[src/rtl/boot_pkg.sv]
// Purpose:      shared types and constants for the boot-time memory writer.
// Latency:      n/a (declarations only).
// Backpressure: n/a.
package boot_pkg;

  typedef enum logic [1:0] {
    LOAD  = 2'd0,
    DRAIN = 2'd1,
    DONE  = 2'd2
  } state_e;

  localparam int unsigned WORD_BYTES = 4;

  // Low address bits that must be zero for a word-aligned byte address.
  localparam logic [31:0] ALIGN_MASK = 32'(WORD_BYTES - 1);

  // One buffered write: address in the upper half, data in the lower half.
  typedef struct packed {
    logic [31:0] addr;
    logic [31:0] data;
  } wr_ent_t;

  localparam int ENT_W = $bits(wr_ent_t);

  function automatic logic addr_misaligned(input logic [31:0] addr);
    return (addr & ALIGN_MASK) != 32'd0;
  endfunction

  // The last legal word starts at mem_bytes - WORD_BYTES.
  function automatic logic addr_out_of_range(input logic [31:0] addr,
                                             input logic [31:0] mem_bytes);
    return addr > (mem_bytes - 32'(WORD_BYTES));
  endfunction

endpackage

[src/rtl/boot_wr_fifo.sv]
// Purpose:      synchronous write buffer holding {address, data} entries.
// Latency:      a push is visible at the head on the next cycle.
// Backpressure: full/empty/count come from registered state; push while full
//               and pop while empty are ignored.
// Ports: clk, rst_n (sync, active-low); push/wr_dat enqueue; pop dequeues;
//        rd_dat is the head entry; full, empty, count report occupancy.
module boot_wr_fifo #(
  parameter int DEPTH = 4,
  parameter int WIDTH = 64,
  localparam int AW   = (DEPTH > 1) ? $clog2(DEPTH) : 1,
  localparam int CW   = AW + 1
) (
  input  logic             clk,
  input  logic             rst_n,
  input  logic             push,
  input  logic [WIDTH-1:0] wr_dat,
  input  logic             pop,
  output logic [WIDTH-1:0] rd_dat,
  output logic             full,
  output logic             empty,
  output logic [CW-1:0]    count
);

  logic [WIDTH-1:0] mem_q [DEPTH];
  logic [AW-1:0]    wr_ptr_q, wr_ptr_d;
  logic [AW-1:0]    rd_ptr_q, rd_ptr_d;
  logic [CW-1:0]    count_q, count_d;
  logic             do_push, do_pop;

  assign full    = (count_q == CW'(DEPTH));
  assign empty   = (count_q == '0);
  assign count   = count_q;
  assign do_push = push && !full;
  assign do_pop  = pop && !empty;
  assign rd_dat  = mem_q[rd_ptr_q];

  // DEPTH is a power of two, so the pointers wrap without explicit compare.
  always_comb begin
    wr_ptr_d = wr_ptr_q;
    rd_ptr_d = rd_ptr_q;
    count_d  = count_q;
    if (do_push) wr_ptr_d = wr_ptr_q + AW'(1);
    if (do_pop)  rd_ptr_d = rd_ptr_q + AW'(1);
    case ({do_push, do_pop})
      2'b10:   count_d = count_q + CW'(1);
      2'b01:   count_d = count_q - CW'(1);
      default: count_d = count_q;
    endcase
  end

  always_ff @(posedge clk) begin
    if (!rst_n) begin
      wr_ptr_q <= '0;
      rd_ptr_q <= '0;
      count_q  <= '0;
    end else begin
      wr_ptr_q <= wr_ptr_d;
      rd_ptr_q <= rd_ptr_d;
      count_q  <= count_d;
    end
  end

  // Storage needs no reset: nothing reads it while the FIFO is empty.
  always_ff @(posedge clk) begin
    if (do_push) mem_q[wr_ptr_q] <= wr_dat;
  end

endmodule

[src/rtl/boot_mem_writer.sv]
// Purpose:      buffers parsed boot-image word writes, drives them to main
//               memory, then releases the CPU with the start PC.
// Latency:      a write accepted in cycle N requests memory at N+1 earliest.
// Backpressure: in_ready drops when the buffer is full (registered count) and
//               after load_done; memory side is req/ack, 1 write/cycle max.
// Ports: in_* parser write stream; entry_* S7 entry PC; load_done end of load;
//        mem_* memory write port; cpu_run/pc_start core release;
//        word_count and sticky err_* status.
module boot_mem_writer
  import boot_pkg::*;
#(
  parameter int          FIFO_DEPTH = 4,
  parameter logic [31:0] MEM_BYTES  = 32'h0001_0000,
  parameter logic [31:0] RESET_PC   = 32'h0000_0000
) (
  input  logic        clk,
  input  logic        rst_n,
  input  logic        in_valid,
  output logic        in_ready,
  input  logic [31:0] in_address,
  input  logic [31:0] in_data,
  input  logic        entry_valid,
  input  logic [31:0] entry_address,
  input  logic        load_done,
  output logic        mem_req,
  input  logic        mem_ack,
  output logic [31:0] mem_address,
  output logic [31:0] mem_data,
  output logic        cpu_run,
  output logic [31:0] pc_start,
  output logic [15:0] word_count,
  output logic        err_align,
  output logic        err_range,
  output logic        err_late
);

  localparam int CW = ((FIFO_DEPTH > 1) ? $clog2(FIFO_DEPTH) : 1) + 1;

  state_e      state_q, state_d;
  logic [31:0] pc_q, pc_d;
  logic [15:0] wc_q, wc_d;
  logic        err_align_q, err_align_d;
  logic        err_range_q, err_range_d;
  logic        err_late_q, err_late_d;

  logic          fifo_full, fifo_empty;
  logic [CW-1:0] fifo_count;
  wr_ent_t       wr_ent, head;
  logic          accept, bad_align, bad_range, push, pop, drained;

  assign wr_ent    = {in_address, in_data};
  assign bad_align = addr_misaligned(in_address);
  assign bad_range = addr_out_of_range(in_address, MEM_BYTES);
  assign accept    = in_valid && in_ready;
  // Dropped writes still complete the handshake but never take a slot.
  assign push      = accept && !bad_align && !bad_range;

  // Held low during reset so an in-flight request is never acked then.
  assign mem_req     = rst_n && !fifo_empty;
  assign pop         = mem_req && mem_ack;
  assign mem_address = mem_req ? head.addr : 32'd0;
  assign mem_data    = mem_req ? head.data : 32'd0;

  // True when the buffer is empty after this cycle: either already empty, or
  // the last entry is being acked now. Lets cpu_run follow the final ack by
  // one cycle.
  assign drained = fifo_empty || ((fifo_count == CW'(1)) && pop);

  boot_wr_fifo #(
    .DEPTH (FIFO_DEPTH),
    .WIDTH (ENT_W)
  ) u_fifo (
    .clk    (clk),
    .rst_n  (rst_n),
    .push   (push),
    .wr_dat (wr_ent),
    .pop    (pop),
    .rd_dat (head),
    .full   (fifo_full),
    .empty  (fifo_empty),
    .count  (fifo_count)
  );

  always_comb begin
    state_d  = state_q;
    in_ready = 1'b0;
    cpu_run  = 1'b0;
    unique case (state_q)
      LOAD: begin
        in_ready = rst_n && !fifo_full;
        if (load_done) state_d = DRAIN;
      end
      DRAIN: begin
        if (drained) state_d = DONE;
      end
      DONE: begin
        cpu_run = 1'b1;
      end
      default: state_d = LOAD;
    endcase
  end

  always_comb begin
    pc_d        = pc_q;
    wc_d        = wc_q;
    err_align_d = err_align_q | (accept & bad_align);
    err_range_d = err_range_q | (accept & bad_range);
    err_late_d  = err_late_q | (in_valid & (state_q != LOAD));
    // Once the core is running its start PC must not move.
    if (entry_valid && (state_q != DONE)) pc_d = entry_address;
    if (pop && (wc_q != 16'hFFFF)) wc_d = wc_q + 16'd1;
  end

  always_ff @(posedge clk) begin
    if (!rst_n) begin
      state_q     <= LOAD;
      pc_q        <= RESET_PC;
      wc_q        <= 16'd0;
      err_align_q <= 1'b0;
      err_range_q <= 1'b0;
      err_late_q  <= 1'b0;
    end else begin
      state_q     <= state_d;
      pc_q        <= pc_d;
      wc_q        <= wc_d;
      err_align_q <= err_align_d;
      err_range_q <= err_range_d;
      err_late_q  <= err_late_d;
    end
  end

  assign pc_start   = pc_q;
  assign word_count = wc_q;
  assign err_align  = err_align_q;
  assign err_range  = err_range_q;
  assign err_late   = err_late_q;

endmodule

[config.mk]
export PLATFORM = sky130hd
export DESIGN_NAME = boot_mem_writer
export DESIGN_NICKNAME = d
export VERILOG_FILES = /design/src/rtl/boot_pkg.sv /design/src/rtl/boot_wr_fifo.sv /design/src/rtl/boot_mem_writer.sv
export SDC_FILE = /design/constraint.sdc
export NUM_CORES = 1
export LEC_CHECK = 0
export ABC_AREA = 1
export CAP_MARGIN = 40
export CORE_MARGIN = 1.5
export CORE_UTILIZATION = 55
export CTS_CLUSTER_DIAMETER = 50
export DETAILED_ROUTE_END_ITERATION = 10
export HOLD_SLACK_MARGIN = 0.02
export PLACE_DENSITY_LB_ADDON = 0.12
export SLEW_MARGIN = 20
export SYNTH_ARGS = -nofsm -noshare
export SYNTH_HDL_FRONTEND = slang
export SYNTH_SLANG_ARGS = --single-unit
[constraint.sdc]
create_clock -name clk -period 12.8 [get_ports clk]
set_input_delay 1.28 -clock clk [delete_from_list [all_inputs] [get_ports clk]]
set_output_delay 1.28 -clock clk [all_outputs]
set_load 0.01 [all_outputs]
======== Yosys cells after proc, flatten, opt, wreduce, memory -nomap -nowiden ========
Memory sizes are Yosys's and may differ from the RTL's. A register that Yosys moved wholly into a read port is not among the register bits.
Index checks and enable logic that the tools add are counted.
storage, ports and cells
  RAM bits ................................ 256
  flip-flop bits (word level) ............. 60
  memories kept ........................... 1
  logic and storage cells ................. 67
  ROM bits ................................ 0
  output and inout bits ................... 118
  input port bits ......................... 102
  latch bits .............................. 0
memories
  memory        depth  width  read ports  clocked after memory_dff  wr ports  RTL line            text
  u_fifo.mem_q  4      64     1           1                         1         boot_wr_fifo.sv:24  logic [WIDTH-1:0] mem_q [DEPTH];
cells by class
  add/subtract/negate cells ............... 5
  div/mod/pow operators ................... 0
  magnitude comparators ................... 1
  shift operators ......................... 0
  multiplexer cells ....................... 12
  bitwise operators ....................... 7
  eq/ne operators ......................... 10
  reduce and logical (&&, ||, !) cells .... 22
  $mul .................................... 0
operator list
  kind                                                              count
  two-way mux 32 bit                                                2
  greater-than comparator 32 x 16 -> 1 bit (second input constant)  1
  nonzero test 32 bit                                               1
  adder 16 x 1 -> 16 bit (second input constant)                    1
  != test 16 bit (second input constant)                            1
  logical AND 1 bit                                                 11
  two-way mux 2 bit                                                 4
  != test 2 bit (second input constant)                             3
  one-hot mux 2 bit (3 select lines)                                1
  one-hot mux 3 bit (2 select lines)                                1
  adder 2 x 1 -> 2 bit (second input constant)                      2
  == test 2 x 1 -> 1 bit (second input constant)                    2
  == test 2 bit (second input constant)                             2
  zero test 1 bit                                                   4
  two-way mux 1 bit                                                 4
  nonzero test 2 bit                                                2
  adder 3 x 1 -> 3 bit (second input constant)                      1
  bitwise AND 1 bit                                                 3
  == test 3 x 1 -> 1 bit (second input constant)                    1
  == test 3 bit (second input constant)                             1
  zero test 3 bit                                                   1
  bitwise OR 1 bit                                                  3
  AND reduction 3 bit                                               1
  subtractor 3 x 1 -> 3 bit (second input constant)                 1
  3 further kinds                                                   3

======== Depth between registers and ports, before layout ========
  depth after elaboration ................. 10
  depth in mapped cells ................... 12
  mapped depth without buffers ............ 12

======== Cells and area by module ========
A second synthesis with hierarchy kept.
unflattened totals
  cells, all modules ...................... 1171
  area total of the unflattened synthesis .. 12923.6 um^2
modules (own cells, without submodules)
  module           area an instance (um^2)  instances  cells each  sequential area each (um^2)
  boot_wr_fifo     9979.6                   1          689         7867.5
  boot_mem_writer  2944.1                   1          482         1061.0

======== Least setup slack after synthesis ========
Ideal clock, no wire load.
  path kind ............................... input to register
  from .................................... input rst_n
  to ...................................... memory u_fifo.mem_q[0][0], enable pin
  stages on the path ...................... 4
  slack ................................... 7738 ps
  path buffers ............................ 0
  arrival time ............................ 4575 ps
  library setup time ...................... 487 ps
  data required time ...................... 12313 ps
  path through ............................ nand2_1 > nor3b_4 > nand4_1 > nor2_1
between the ends
  word-level cells in the longest chain between the ends .. 8
ends and longest elaborated chain
  item                                     RTL line               text
  start, declared                          boot_mem_writer.sv:17  input logic rst_n,
  logical AND 1 bit                        boot_mem_writer.sv:90  in_ready = rst_n && !fifo_full;
  two-way mux 1 bit                        boot_mem_writer.sv:88  unique case (state_q)
  logical AND 1 bit                        boot_mem_writer.sv:54  assign accept = in_valid && in_ready;
  logical AND 1 bit (2 in series)          boot_mem_writer.sv:56  assign push = accept && !bad_align && !bad_range;
  logical AND 1 bit                        boot_wr_fifo.sv:33     assign do_push = push && !full;
  two-way mux 1 bit                        boot_wr_fifo.sv:65     if (do_push) mem_q[wr_ptr_q] <= wr_dat;
  two-way mux 1 bit (implied by the code)  boot_wr_fifo.sv:65
  end, declared                            boot_wr_fifo.sv:24
No other way between the ends.

==> flow_summary.toml <==
[route]
route.detailed.wl_per_inst_microns = 17.5
drc = 0
drt_iter0_drc = 594
drt_pass1_iterations = 5
vias = 9068
ant_nets = 0
drt_wl_total_mm = 29.5
routed_via_density = 5.37

[cells_and_area]
num_antenna_cells = 0
layoutNonFillerInstCount = 1689
synthToLayoutAreaGrowth_pct = 29.3
drive_gt1_share_pct = 6.48
fillers = 1595
final_net_count = 1489

[power]
p_clk_share_pct = 45.5
vdd_drop_max_mv = 0.0970
p_seq_share_pct = 50.3
switchingPower_mw = 0.449
switching_share_pct = 20.0
power_frac_comb_pct = 4.2
p_leak_nw = 5.70
finalPower_mw = 2.25
power_density_mw_per_mm2 = 137
p_int_mw = 1.80

[worst_setup_path]
path_class = "register to output port"
crit_fanout = 66
cp_top_family = "buffers and inverters"
critPathBufInv = 3
crit_slowest_cell = "clkinv_2"
worst_ep_required_time_ns = 11.52
end_kind = "output port"
max_stage_delay_ns = 0.82
cp-start-kind = "register"
critPathArrivalTime_ns = 3.94
path_cells = "clkinv_2, buf_4, o21ai_0, a21oi_1, clkdlybuf4s50_1"

[yosys]
ys_warn_count = 0
yosysUniqueCellTypes = 25
ys_top_cells_by_count = "nor2_1 (368), edfxtp_1 (256), o21ai_0 (165), a21oi_1 (86), nand2_1 (79)"
syn_inst = 1166
ys.flop_type = "edfxtp_1"
synth_edf_count = 256
syn-num-nets = 1278
synth-seq-cells = 318
yosysSeqAreaShare_pct = 70.3
yosysMostFrequentCell = "nor2_1"
synth.area.top_cells = "edfxtp_1 (61%), nor2_1 (11%), dfxtp_1 (9.8%), o21ai_0 (6.5%), a21oi_1 (3.4%)"
avgSynthCellArea_sq_um = 10.9
synth_top_area_share_pct = 60.5
synth_top_area_cell = "edfxtp_1"
async_flop_share_pct = 0
syn_area_sq_mm = 0.0127

[clock_tree]
postCtsSetupBuffers = 0
path_clk_slew_ns = 0.05
cts_tree = "done"
cts_resized = 0
cts_root_buf = "clkbuf_16"
hold_buffers = 0
clockBufferDepth = 3
clk_latency_ns = 0.52
clock_sinks = 318
cts-buffers-inserted = 36
htree_levels = 2

[sta]
fin_skew_ns = 0.0195
finalSetupTns_ns = 0
finalMaxSlewViolations = 0
hold_viol = 0
timing.final.ws_setup_ns = 7.58
period_minus_slack_ns = 5.22
setup_viol = 0
rsz0062_at_grt = "false"
slew_headroom_pct = 44.7
timing.hold.ws_ns = 0.466
max_freq_mhz = 192
finalCritPeriodShare_pct = 40.8
tightest_slew_ns = 0.830

[placed_design]
dp.cells = 1623
io_buffers = 219
place_ws_ns = 8.01
gp_congestion = 0.837
dp_hpwl_mm = 17.8

[grt]
grt_max_degree = 69
globalRouteOverflowTotal = 0
grt_pass1_vias = 8676
grt_pass1_wl_mm = 45.8
antenna_found_initial = 0
grt.total_usage_pct = 24.6

[floorplanning]
core.rowCount = 55
io_pins = 220
die_x_microns = 155
die_y_microns = 155
initial_core_util_pct = 56.1
coreArea_sq_mm = 0.0226
die-area_sq_mm = 0.0240

[status]
status = "complete, no violations"

[flow_run]
maxCapViolCount = 0

[min_path]
hp-class = "register to register"
-- layer usage --
metal / up-vias / part of all wire, % / track usage [%]
met3: 49 / 8.1 / 6.96
met4: 0 / 2.5 / 8.15
met1: 4244 / 41 / 31.8
met5: - / 0 / 0
li1: 4436 / - / -
met2: 339 / 48 / 40.3
-- path summary, 6_finish.rpt --
check	slack, ns	from	to	cells after the start
worst max register to register	9.89	u_fifo.count[0]	u_fifo.mem_q[0][1]	9
worst min register to register	0.47	err_late	err_late	2
worst min-delay path	0.47	err_late	err_late	2
worst max-delay path	7.58	register	mem_address[15]	5
-- worst reg2reg max path: stages, from the launching register on --
cell and delay [ns]:
dfxtp_1 0.36, inv_1 0.10, ha_1 0.22, nand2_1 0.07, inv_1 0.07, nor3b_4 0.32
nand4_1 0.48, nor2_4 0.20, buf_4 0.47, buf_12 0.29
-- cells by family after synthesis --
logic type,count (synthesis),share of synthesized area [%]
buffers and inverters,99,3.21
XOR/XNOR,9,0.620
adder cells (fa/ha/maj),10,0.985
AO/OA/AOI/OAI,261,10.5
flip-flops,318,70.3
AND/OR/NAND/NOR,469,14.4
-- metrics by stage --
step	utilization, %	instance area, sq um
CTS	72.5	16400
floorplan	-	12700
global placement	66.7	15100
finish	72.6	16400
global route	72.6	16400
detailed placement	67.2	15200
-- registers in the layout (all words and copies together) (netlist names), 2 cells and up, named ones only --
register / flops
word_count: 16
state_q: 2
pc_start: 32
u_fifo.count: 3
u_fifo.wr_ptr_q: 2
u_fifo.mem_q: 256
u_fifo.rd_ptr_q: 2
-- final cells by class --
| type | count | area, sq um | area share (%) |
|---|---|---|---|
| clock inverter | 24 | 248 | 1.51 |
| clock buffer | 41 | 951 | 5.79 |
| multi-input combinational | 749 | 3400 | 20.7 |
| inverter | 37 | 140 | 0.853 |
| sequential | 318 | 8930 | 54.4 |
| tap | 285 | 357 | 2.17 |
| timing repair buffer | 235 | 2400 | 14.6 |
-- power groups by stage --
stage | registers (mW) | logic [mW] | clock network, mW
2_1_floorplan | 1.16 | 0.0221 | 0
3_5_place_dp | 1.15 | 0.0942 | 0
5_1_grt | 1.13 | 0.104 | 1.08
4_1_cts | 1.13 | 0.0951 | 1.04
6_report | 1.13 | 0.0951 | 1.02
3_3_place_gp | 1.15 | 0.0922 | 0
-- placed cells by master, fill, tap and decap left out, types with 7 or more instances in the layout --
cell,n
inv_1,33
nor2_1,364
dfxtp_1,60
nand4_1,8
o21ai_0,165
nand3_1,7
a21oi_1,86
clkinv_1,7
ha_1,10
nor2_4,7
edfxtp_1,256
nand2_1,78
clkdlybuf4s50_1,219
buf_4,10
clkbuf_16,37
Note: power is estimated with default switching activity, not from simulation.
